File: src/rtl/nes_flash_rd.sv
// Flash read sequencer: turns single-byte PRG/CHR read requests into timed parallel-NOR
// read cycles, with a one-entry last-address cache to skip repeated fetches.
module nes_flash_rd #(
    parameter int unsigned WAIT_CYC = 7,
    parameter int unsigned RST_CYC  = 50,
    parameter int unsigned CACHE_EN = 1
) (
    input  logic        i_clk,
    input  logic        i_rstn,
    input  logic        i_req,
    input  logic [22:0] i_addr,
    input  logic        i_flush,
    output logic [7:0]  o_rdata,
    output logic        o_ack,
    output logic        o_busy,
    output logic [22:0] o_fl_addr,
    input  logic [7:0]  i_fl_dq,
    output logic        o_fl_ce_n,
    output logic        o_fl_oe_n,
    output logic        o_fl_we_n,
    output logic        o_fl_rst_n
);

    typedef enum logic [2:0] {StInit, StIdle, StSetup, StWait, StDone} state_e;

    localparam logic [7:0] WaitLoad = 8'(WAIT_CYC - 1);
    localparam logic [7:0] RstLast  = 8'(RST_CYC - 1);
    localparam bit         CacheOn  = (CACHE_EN != 0);

    state_e      state_q, state_d;
    logic [7:0]  cnt_q, cnt_d;
    logic [22:0] fl_addr_q, fl_addr_d;
    logic [7:0]  rdata_q, rdata_d;
    logic        valid_q, valid_d;
    logic [22:0] tag_q, tag_d;
    logic [7:0]  data_q, data_d;
    logic        hit;

    assign hit = CacheOn && valid_q && (i_addr == tag_q) && !i_flush;

    always_ff @(posedge i_clk) begin
        if (!i_rstn) begin
            state_q   <= StInit;
            cnt_q     <= 8'd0;
            fl_addr_q <= 23'd0;
            rdata_q   <= 8'd0;
            valid_q   <= 1'b0;
            tag_q     <= 23'd0;
            data_q    <= 8'd0;
        end else begin
            state_q   <= state_d;
            cnt_q     <= cnt_d;
            fl_addr_q <= fl_addr_d;
            rdata_q   <= rdata_d;
            valid_q   <= valid_d;
            tag_q     <= tag_d;
            data_q    <= data_d;
        end
    end

    always_comb begin
        state_d   = state_q;
        cnt_d     = cnt_q;
        fl_addr_d = fl_addr_q;
        rdata_d   = rdata_q;
        valid_d   = valid_q;
        tag_d     = tag_q;
        data_d    = data_q;
        unique case (state_q)
            StInit: begin
                if (cnt_q == RstLast) begin
                    state_d = StIdle;
                    cnt_d   = 8'd0;
                end else begin
                    cnt_d = cnt_q + 8'd1;
                end
            end
            StIdle: begin
                if (i_req) begin
                    fl_addr_d = i_addr;
                    if (hit) begin
                        state_d = StDone;
                        rdata_d = data_q;
                    end else begin
                        state_d = StSetup;
                    end
                end
            end
            StSetup: begin
                cnt_d   = WaitLoad;
                state_d = StWait;
            end
            StWait: begin
                if (cnt_q == 8'd0) begin
                    rdata_d = i_fl_dq;
                    if (CacheOn) begin
                        tag_d   = fl_addr_q;
                        data_d  = i_fl_dq;
                        valid_d = 1'b1;
                    end
                    state_d = StDone;
                end else begin
                    cnt_d = cnt_q - 8'd1;
                end
            end
            StDone:  state_d = StIdle;
            default: state_d = StInit;
        endcase
        // Flush overrides a same-edge fill; the returned data is unaffected.
        if (i_flush) valid_d = 1'b0;
    end

    always_comb begin
        o_ack      = 1'b0;
        o_busy     = 1'b1;
        o_fl_ce_n  = 1'b1;
        o_fl_oe_n  = 1'b1;
        o_fl_rst_n = 1'b1;
        unique case (state_q)
            StInit:  o_fl_rst_n = 1'b0;
            StIdle:  o_busy = 1'b0;
            StSetup, StWait: begin
                o_fl_ce_n = 1'b0;
                o_fl_oe_n = 1'b0;
            end
            StDone:  o_ack = 1'b1;
            default: o_fl_rst_n = 1'b0;
        endcase
    end

    assign o_fl_we_n = 1'b1;
    assign o_fl_addr = fl_addr_q;
    assign o_rdata   = rdata_q;

endmodule
File: config.mk
export PLATFORM = sky130hd
export DESIGN_NAME = nes_flash_rd
export DESIGN_NICKNAME = d
export VERILOG_FILES = /design/src/rtl/nes_flash_rd.sv
export SDC_FILE = /design/constraint.sdc
export NUM_CORES = 1
export LEC_CHECK = 0
export CORE_MARGIN = 4
export CORE_UTILIZATION = 47
export DETAILED_ROUTE_END_ITERATION = 10
export PLACE_DENSITY = 0.83
export RECOVER_POWER = 100
export SKIP_CTS_REPAIR_TIMING = 1
export SLEW_MARGIN = 20
export SYNTH_ARGS = -nofsm -noshare
export SYNTH_HDL_FRONTEND = slang
export SYNTH_SLANG_ARGS = --single-unit
File: constraint.sdc
create_clock -name i_clk -period 1.6 [get_ports i_clk]
set_input_delay 0.24 -clock i_clk [delete_from_list [all_inputs] [get_ports i_clk]]
set_output_delay 0.24 -clock i_clk [all_outputs]
set_load 0.01 [all_outputs]
==> impl_metrics.env <==
export IMPL_status="finished, violations left"
export IMPL_violations="negative setup slack"
export IMPL_gr_total_overflow=0
export IMPL_dpl_cell_area_um2=4890
export IMPL_drtIter0Drc=242
export IMPL_rsz0062_at_grt="yes"
export IMPL_seqPwrFrac_pct=48.1
export IMPL_die_area_um2=9396
export IMPL_fmax_mhz=531.7
export IMPL_use_met2_pct=39.23
export IMPL_core_um2=7727
export IMPL_path_class="in -> reg"
export IMPL_insertedDiodeCount=0
export IMPL_whs_ns=0.2147
export IMPL_period_needed_ns=1.881
export IMPL_nets=623
export IMPL_die_h_um=96.94
export IMPL_synth_main_ff_cell="dfxtp_1"
export IMPL_dp_worst_setup_slack_ns=-0.8327
export IMPL_peakVddDrop_uv=541.1
export IMPL_use_met1_pct=24.33
export IMPL_drc_errors=0
export IMPL_powerDensity_nw_per_um2=688.0
export IMPL_busiest_layer="met2"
export IMPL_synth_distinct_cells=55
export IMPL_track_usage_pct=21.50
export IMPL_ys_ff_latch=74
export IMPL_rows=32
export IMPL_yosys_warnings=0
export IMPL_h_tree_depth=3
export IMPL_hp_class="in -> reg"
export IMPL_p_int_w=0.002880
export IMPL_dieWidth_um=96.94
export IMPL_sw_frac_of_total_pct=25.95
export IMPL_p_sw_w=0.001009
export IMPL_ios=72
export IMPL_worstPathMaxFanout=8
export IMPL_vias_per_cell=5.742
export IMPL_combPwrFrac_pct=12.8
export IMPL_grt_pass1_vias=3696
export IMPL_final_area_um2=5653
export IMPL_yosysSeqAreaShare_pct=39.85
export IMPL_cts_sinks=74
export IMPL_via_count=3968
export IMPL_fillCellCount=502
export IMPL_netlist_instances=476
export IMPL_cts_tree="built"
export IMPL_synth_edf_count=0
export IMPL_fin_crit_sh_pct=117.6
export IMPL_cts_path_max_buffers=2
export IMPL_met3_usage_pct=5.624
export IMPL_start_kind="primary input"
export IMPL_finalPower_w=0.003889
export IMPL_grt_pass1_wl_mm=16.89
export IMPL_grt_max_degree=34
export IMPL_finalHoldViolations=0
export IMPL_ys_async_sr_fraction_pct=0
export IMPL_syn_avg_cell_area_um2=7.809
export IMPL_worstPathRequired_ns=1.83
export IMPL_cp_arrival_ns=2.11
export IMPL_layout_setup_ws_ns=-0.2809
export IMPL_clk_insertion_delay_late_ns=0.35
export IMPL_gp_congestion=0.8462
export IMPL_port_buffer_count=70
export IMPL_synth_area_um2=3717
export IMPL_wl_per_cell_um=18.02
export IMPL_start_util_pct=48.11
export IMPL_antenna_left=0
export IMPL_clock_skew_ns=0.01049
export IMPL_antenna_found_initial=0
export IMPL_drt_first_pass_iters=6
export IMPL_numCtsBuffers=9
export IMPL_p_clk_share_pct=39.1
export IMPL_dp_hpwl_mm=7.314
export IMPL_drive_gt1_share_pct=31.58
export IMPL_max_cap_violations=0
export IMPL_area_delta_synth_final_pct=52.07
export IMPL_drv_slew=0
export IMPL_power_leakage_nw=2.388
export IMPL_syn_nets=515
export IMPL_root_buffer="clkbuf_8"
export IMPL_crit_path_end_kind="register"
export IMPL_routed_wl_mm=12.45
export IMPL_finalSetupViolCount=48
export IMPL_clk_pin_slew_ns=0.08
==> sequential cells by signal, summed over array words and instances (netlist names) <==
register and count:
tag_q 23, cnt_q 8, o_rdata 8, valid_q 1
state_q 3, data_q 8, o_fl_addr 23
==> worst paths after layout <==
path / slack (ns) / start / to / depth (start not counted)
worst max-delay path: -0.28 / i_addr[16] / o_rdata[7]$_SDFFE_PN0P_ / 6
worst min-delay path: 0.21 / i_addr[2] / o_fl_addr[2]$_SDFFE_PN0P_ / 3
worst max register to register: -0.26 / tag_q[16]$_SDFFE_PN0P_ / o_rdata[7]$_SDFFE_PN0P_ / 5
worst min register to register: 0.46 / data_q[3]$_SDFFE_PN0P_ / data_q[3]$_SDFFE_PN0P_ / 2
==> stage by stage <==
stage | std cells | setup TNS [ns] | util (%)
floorplan | 476 | -1.130 | -
global placement | 670 | -10.02 | 63.28
detailed placement | 670 | -10.74 | 63.28
CTS | 686 | -10.07 | 65.90
global route | 691 | -8.367 | 73.15
finish | 691 | -4.411 | 73.15
==> cell families after synthesis <==
logic type / synth area share [%]
fa+ha+maj: 1.346
mux: 2.424
xor+xnor: 5.655
flops: 39.85
buf+inv: 4.544
simple gates: 26.49
other cells: 0.1009
compound gates: 19.59
==> power by group through the flow <==
stage	Sequential [W]	Combinational [W]	Clock (W)
floorplan	0.00191	0.000197	0
global placement	0.00191	0.000414	0
detailed placement	0.00191	0.000428	0
CTS	0.00187	0.000430	0.00152
global route	0.00187	0.000531	0.00161
finish	0.00187	0.000499	0.00152
==> layer usage <==
layer,part of all wire (%),vias to the layer above
met5,0,-
li1,-,1827
met1,38,1917
met2,52,170
met4,4.5,0
met3,6.0,54
==> layout make-up <==
cell class	instances	area, um^2	share of cell area, %
well taps	102	127.6	2.258
repair buffers	132	1265	22.38
flip-flops and latches	74	1516	26.83
inverters	5	18.77	0.3320
clock inverters	6	75.07	1.328
multi-input cells	362	2522	44.62
clock buffers	10	127.6	2.258
==> worst max-delay path, stage by stage <==
cell and delay (ns):
clkdlybuf4s50_1 0.44, xnor2_1 0.27, nand4_1 0.16, or4_4 0.55
o22a_4 0.29, mux2i_1 0.14
==> layout by cell type, fill, tap and decap left out, drive strengths merged, types with 3 or more instances in the layout <==
master and n:
and3 3, ha 4, clkbuf 14, clkdlybuf4s50 57, dlygate4sd3 4, nand2 160, inv 7, or4 3
dfxtp 74, a21oi 12, a21boi 58, mux2i 9, buf 60, nor2 13, and2 3, xnor2 24
nand4 13, nand3 3, o21ai 10, nor3 4, dlymetal6s2s 5, nor4 3, nor2b 6, a221oi 3
==> synthesized netlist by cell type, types with 3 or more instances <==
cell type  count  area [um^2]
nand2_1      160        600.6
dfxtp_1       74         1481
a21boi_1      55        412.9
xnor2_1       24        210.2
clkbuf_1      23        86.33
nand4_1       13        81.33
nor2_1        13        48.80
a21oi_1       11        55.05
buf_2          9        45.04
mux2i_1        9        90.09
nor2b_1        6        37.54
o21ai_0        6        30.03
ha_1           4        50.05
nor3_1         4        20.02
o21ai_1        4        20.02
a21boi_0       3        22.52
a221oi_1       3        26.28
and2_1         3        18.77
and3_1         3        18.77
inv_1          3        11.26
nand3_1        3        15.01
nor4_1         3        18.77
Note: power is estimated with default switching activity, not from simulation.
